File: src/rtl/fetch_pkg.sv
// Shared definitions for the LEGv8 instruction-fetch stage: state encoding,
// special instruction words and the saturating fetch counter helper.
package fetch_pkg;

   localparam int ADDR_W_DEFAULT = 64;

   // ADDI X31,X31,#0 -- the decoder treats it as a non-writing ADDI, so it is
   // a safe filler for squashed or not-yet-fetched IF/ID slots.
   localparam logic [31:0] NOP    = 32'h910003FF;

   // Unconditional branch with a zero offset; used as the program's halt idiom.
   localparam logic [31:0] B_SELF = 32'h14000000;

   typedef enum logic [1:0] {
      BOOT = 2'd0,
      RUN  = 2'd1,
      HALT = 2'd2
   } fetch_state_t;

   // Increment that sticks at all-ones instead of wrapping back to zero.
   function automatic logic [31:0] sat_inc(input logic [31:0] value);
      if (value == 32'hFFFF_FFFF) begin
         return value;
      end
      return value + 32'd1;
   endfunction

endpackage

File: src/rtl/br_target_calc.sv
// Branch target adder: picks the imm26 or imm19 field, sign-extends it to the
// address width, scales it to a byte offset and adds it to the branch's PC.
module br_target_calc #(
   parameter int ADDR_W = 64
) (
   input  logic [25:0]       imm_field,
   input  logic [ADDR_W-1:0] base_pc,
   input  logic              UncondBr,
   output logic [ADDR_W-1:0] target
);

   logic [ADDR_W-1:0] offset;

   // Select and sign-extend the offset field, then scale by 4 and add; any
   // overflow wraps silently modulo 2^ADDR_W.
   always_comb begin
      offset = '0;
      if (UncondBr) begin
         offset = {{(ADDR_W-26){imm_field[25]}}, imm_field[25:0]};
      end else begin
         offset = {{(ADDR_W-19){imm_field[23]}}, imm_field[23:5]};
      end
      target = base_pc + (offset << 2);
   end

endmodule

File: src/rtl/fetch_unit.sv
// Instruction-fetch stage: owns the PC, drives the instruction-memory address,
// holds the IF/ID register and handles stall, taken-branch squash and halt.
module fetch_unit
   import fetch_pkg::*;
#(
   parameter int                ADDR_W   = ADDR_W_DEFAULT,
   parameter logic [ADDR_W-1:0] RESET_PC = '0
) (
   input  logic              clk,
   input  logic              reset,
   output logic [ADDR_W-1:0] imem_addr,
   input  logic [31:0]       imem_data,
   input  logic              stall,
   input  logic              BrTaken,
   input  logic              UncondBr,
   output logic [31:0]       id_instr,
   output logic [ADDR_W-1:0] id_pc,
   output logic              id_valid,
   output logic              halted,
   output logic [31:0]       fetch_count
);

   fetch_state_t      state;
   logic [ADDR_W-1:0] pc;
   logic [ADDR_W-1:0] br_target;
   logic              take_branch;
   logic              halt_hit;

   assign imem_addr = pc;

   // Target math only sees the registered IF/ID contents, never imem_data,
   // so there is no path from this block back into the control decode.
   br_target_calc #(
      .ADDR_W(ADDR_W)
   ) u_br_target_calc (
      .imm_field(id_instr[25:0]),
      .base_pc  (id_pc),
      .UncondBr (UncondBr),
      .target   (br_target)
   );

   // A branch only counts when it comes from a real instruction; a taken
   // unconditional branch-to-self is how the program asks to stop.
   always_comb begin
      take_branch = BrTaken && id_valid;
      halt_hit    = take_branch && UncondBr && (id_instr == B_SELF);
   end

   // Main fetch state machine: BOOT primes IF/ID once, RUN advances or
   // redirects the PC, HALT freezes everything until the next reset.
   always_ff @(posedge clk or negedge reset) begin
      if (!reset) begin
         state       <= BOOT;
         pc          <= RESET_PC;
         id_instr    <= NOP;
         id_pc       <= '0;
         id_valid    <= 1'b0;
         halted      <= 1'b0;
         fetch_count <= '0;
      end else begin
         case (state)
            BOOT: begin
               id_instr    <= imem_data;
               id_pc       <= pc;
               id_valid    <= 1'b1;
               fetch_count <= sat_inc(fetch_count);
               state       <= RUN;
            end
            RUN: begin
               if (stall) begin
                  state <= RUN;
               end else if (halt_hit) begin
                  pc       <= id_pc;
                  id_instr <= NOP;
                  id_valid <= 1'b0;
                  halted   <= 1'b1;
                  state    <= HALT;
               end else if (take_branch) begin
                  pc       <= br_target;
                  id_instr <= NOP;
                  id_valid <= 1'b0;
               end else begin
                  pc          <= pc + ADDR_W'(4);
                  id_instr    <= imem_data;
                  id_pc       <= pc;
                  id_valid    <= 1'b1;
                  fetch_count <= sat_inc(fetch_count);
               end
            end
            HALT: begin
               id_valid <= 1'b0;
               halted   <= 1'b1;
            end
            default: begin
               state <= BOOT;
            end
         endcase
      end
   end

endmodule

File: config.mk
export PLATFORM = sky130hd
export DESIGN_NAME = fetch_unit
export DESIGN_NICKNAME = d
export VERILOG_FILES = /design/src/rtl/fetch_pkg.sv /design/src/rtl/br_target_calc.sv /design/src/rtl/fetch_unit.sv
export SDC_FILE = /design/constraint.sdc
export NUM_CORES = 1
export LEC_CHECK = 0
export ABC_AREA = 0
export BUFFER_PORTS_ARGS = -buffer_cell sky130_fd_sc_hd__buf_4
export CAP_MARGIN = 40
export CORE_AREA = 10 10 274 145
export CTS_BUF_LIST = sky130_fd_sc_hd__clkbuf_4 sky130_fd_sc_hd__clkbuf_8
export DETAILED_ROUTE_END_ITERATION = 12
export DIE_AREA = 0 0 284 155
export PLACE_DENSITY = 0.7
export SLEW_MARGIN = 25
export SYNTH_ARGS = -nofsm -noshare
export SYNTH_HDL_FRONTEND = slang
export SYNTH_SLANG_ARGS = --single-unit
File: constraint.sdc
create_clock -name clk -period 3.7 [get_ports clk]
set_clock_uncertainty 0.05 [all_clocks]
set_input_delay 0.555 -clock clk [delete_from_list [all_inputs] [get_ports clk]]
set_output_delay 0.555 -clock clk [all_outputs]
set_load 0.05 [all_outputs]
==> results.py <==
metrics = {
    "final_layout": {
        "fin_area_mm2": 0.01788,
        "fill_cells": 3371,
        "layout_common_cells": "439 x buf_4, 340 x nand2_1, 179 x dfrtp_1, 130 x a21oi_1, 106 x nor2_1",
        "antenna_cells": 0,
        "nNetsFinal": 2138,
        "final_common_cell": "buf_4",
        "area_growth_pct": 29.79,
        "regArea_mm2": 0.004926,
        "drive_gt1_share_pct": 26.84,
        "multi_input_area_mm2": 0.008352,
    },
    "sta": {
        "max_freq_ghz": 0.2791,
        "rsz0062_at_grt": "yes",
        "drv_slew": 0,
        "min_period_ns": 3.583,
        "timing.hold.ws_ns": 0.2109,
        "fin_crit_sh_pct": 96.85,
        "max-slew-margin-rel_pct": 43.64,
        "hold_viol": 0,
        "setup_tns_ns": 0,
        "worst_pin_slew_ns": 0.8390,
        "finalSetupViolations": 0,
    },
    "cts": {
        "root_buffer": "clkbuf_8",
        "clockBufferDepth": 2,
        "cts_num_sinks": 196,
        "cts.clk_slew.worst_paths_ns": 0.11,
        "post_cts_buffers": 0,
        "cts_tree": "done",
        "clkLatencyLatePin_ns": 0.52,
        "cts-buffers-inserted": 17,
        "h-tree-depth": 4,
    },
    "job": {
        "cap_viol_max_count": 0,
    },
    "routing": {
        "drcViolationCount": 0,
        "drtAntennaViolNets": 0,
        "via_per_inst": 5.642,
        "drt_iter0_markers": 1551,
        "dr.pass1.iters": 6,
        "wl_um": 53850,
        "wl_per_cell_um": 21.26,
        "vias": 14290,
    },
    "yosys": {
        "yosys_warnings": 0,
        "synth_area_leaders": "dfrtp_1 33%, nand2_1 9.3%, ha_1 5.7%",
        "synth.cell_area_mm2": 0.01378,
        "async_reset_ff_share_pct": 100.0,
        "ys_types": 85,
        "synth_top_area_cell": "dfrtp_1",
        "seq_area_frac_synth_pct": 35.72,
        "synth_edf_count": 0,
        "synth_top_area_share_pct": 33.24,
        "netlist_instances": 1665,
        "synth-seq-cells": 196,
        "synth_ff_type": "dfrtp_1",
        "postSynthAreaPerCell_um2": 8.275,
        "synth_nets": 1766,
    },
    "grt": {
        "first_global_vias": 13850,
        "track_usage_pct": 23.86,
        "overflow": 0,
        "antenna_found_initial": 0,
        "grt_pass1_wl_um": 83750,
        "grt_max_degree": 94,
    },
    "worst_setup_path": {
        "end_kind": "flip-flop",
        "critPathKind": "flip-flop to flip-flop",
        "cp-start-kind": "flip-flop",
        "arrival_ns": 3.97,
        "required_ns": 4.08,
        "crit_fanout": 5,
    },
    "place": {
        "gp_congestion": 1.000,
        "placed_cell_area_mm2": 0.01737,
        "dpl.hpwl_um": 42260,
        "port_buffers": 230,
    },
    "pwr": {
        "p_leak_nw": 8.531,
        "p_per_area_mw_per_mm2": 751.0,
        "vdd_drop_max_uv": 679.0,
    },
    "floorplan": {
        "die_h_um": 155,
        "start_util_pct": 39.22,
        "chipWidth_um": 284,
        "io-pin-count": 231,
        "core_area_mm2": 0.03513,
        "rows": 49,
        "dieArea_mm2": 0.04402,
    },
    "min_path": {
        "hp-class": "input port to flip-flop",
    },
    "status": {
        "status": "finished, final reports clean",
    },
}
-- what timing repair did --
action,CTS,global route
gates resized for setup,0,8
endpoints found under the setup margin,0,8
hold buffers,0,1
endpoints found under the hold margin,0,10
-- path summary, 6_finish.rpt --
path                                          endpoint  slack, ns                      from  depth (start not counted)
setup / recovery             imem_addr[37]$_DFFE_PN0P_       0.12  id_instr[13]$_DFFE_PN0P_                         14
hold / removal                id_instr[25]$_DFFE_PN0P_       0.21             imem_data[25]                          2
setup reg to reg             imem_addr[37]$_DFFE_PN0P_       0.12  id_instr[13]$_DFFE_PN0P_                         14
hold reg to reg                     halted$_DFFE_PN0P_       0.45        halted$_DFFE_PN0P_                          1
max in group asynchronous      id_instr[7]$_DFFE_PN1P_       2.17                     reset                          4
min in group asynchronous  fetch_count[13]$_DFFE_PN0P_       0.41                     reset                          2
-- metrics by stage --
step | setup WS (ns) | utilization, % | total power, mW | instances
finish | 0.1166 | 50.90 | 13.43 | 2533
global route | -0.01833 | 50.90 | 14.23 | 2533
CTS | 0.07133 | 50.71 | 13.39 | 2531
detailed placement | -0.2883 | 49.45 | 11.72 | 2500
global placement | -0.2355 | 49.33 | 11.58 | 2498
floorplan | -0.005127 | - | 8.538 | 1665
-- sequential cells by signal, summed over array words and instances (netlist names) --
register,flops
id_instr,32
id_valid,1
halted,1
state,2
fetch_count,32
id_pc,64
imem_addr,64
-- cell usage after synthesis (20+ instances only) --
cell type,instances
nor3_1,22
a21oi_1,133
xor2_1,45
o21bai_1,21
nor2_1,106
dfrtp_1,183
nand2_1,343
a21o_1,32
ha_1,63
nand3_1,46
xnor2_1,79
a211oi_1,38
mux2_2,21
nand4_1,35
a22o_1,20
o21ai_0,85
inv_1,29
and3_1,32
o21ai_1,24
clkbuf_1,61
-- logic make-up (layout without fill, tap and decap cells) --
kind of cell / Yosys count / in the layout / share of synthesized area (%)
and+or+nand+nor: 658 / 658 / 21.69
AOI/OAI and AO/OA: 473 / 473 / 22.41
DFF: 196 / 196 / 35.72
xor gates and xnor gates: 124 / 124 / 7.882
buffers and inverters: 123 / 507 / 4.286
adders and majority gates: 64 / 64 / 5.866
muxes: 27 / 27 / 2.152
-- per-layer routing --
layer  vias up  global-route usage [%]  wire length [µm]
met4         0                   4.540               748
met5         -                       0                 0
met3        55                   7.401              5657
li1       6703                       -                 -
met1      6922                   34.63             25310
met2       611                   34.14             22130
-- power by group --
part,total [mW],internal [mW],switching [mW]
logic,8.07,3.04,5.03
clock network,1.64,0.765,0.872
registers,3.72,2.72,1.01
total,13.4,6.52,6.91
-- final cells by class --
class	count	area share, %
Multi-Input combinational cell	1346	46.70
Sequential cell	196	27.55
Timing Repair Buffer	447	19.28
Tap cell	484	3.387
Clock buffer	18	1.385
Clock inverter	13	1.092
Inverter	29	0.6087
-- worst max-delay path: stages, from the launching register on --
cell      delay [ns]
dfrtp_2         0.48
mux2_2          0.29
ha_1            0.31
a2111o_1        0.42
a31oi_1         0.27
nor2_1          0.12
a32o_1          0.27
a211oi_1        0.24
buf_4           0.15
buf_4           0.09
o31ai_1         0.06
buf_4           0.14
xor2_1          0.22
o221ai_1        0.18
a21oi_1         0.19
Power figures use the tool's default switching activity.
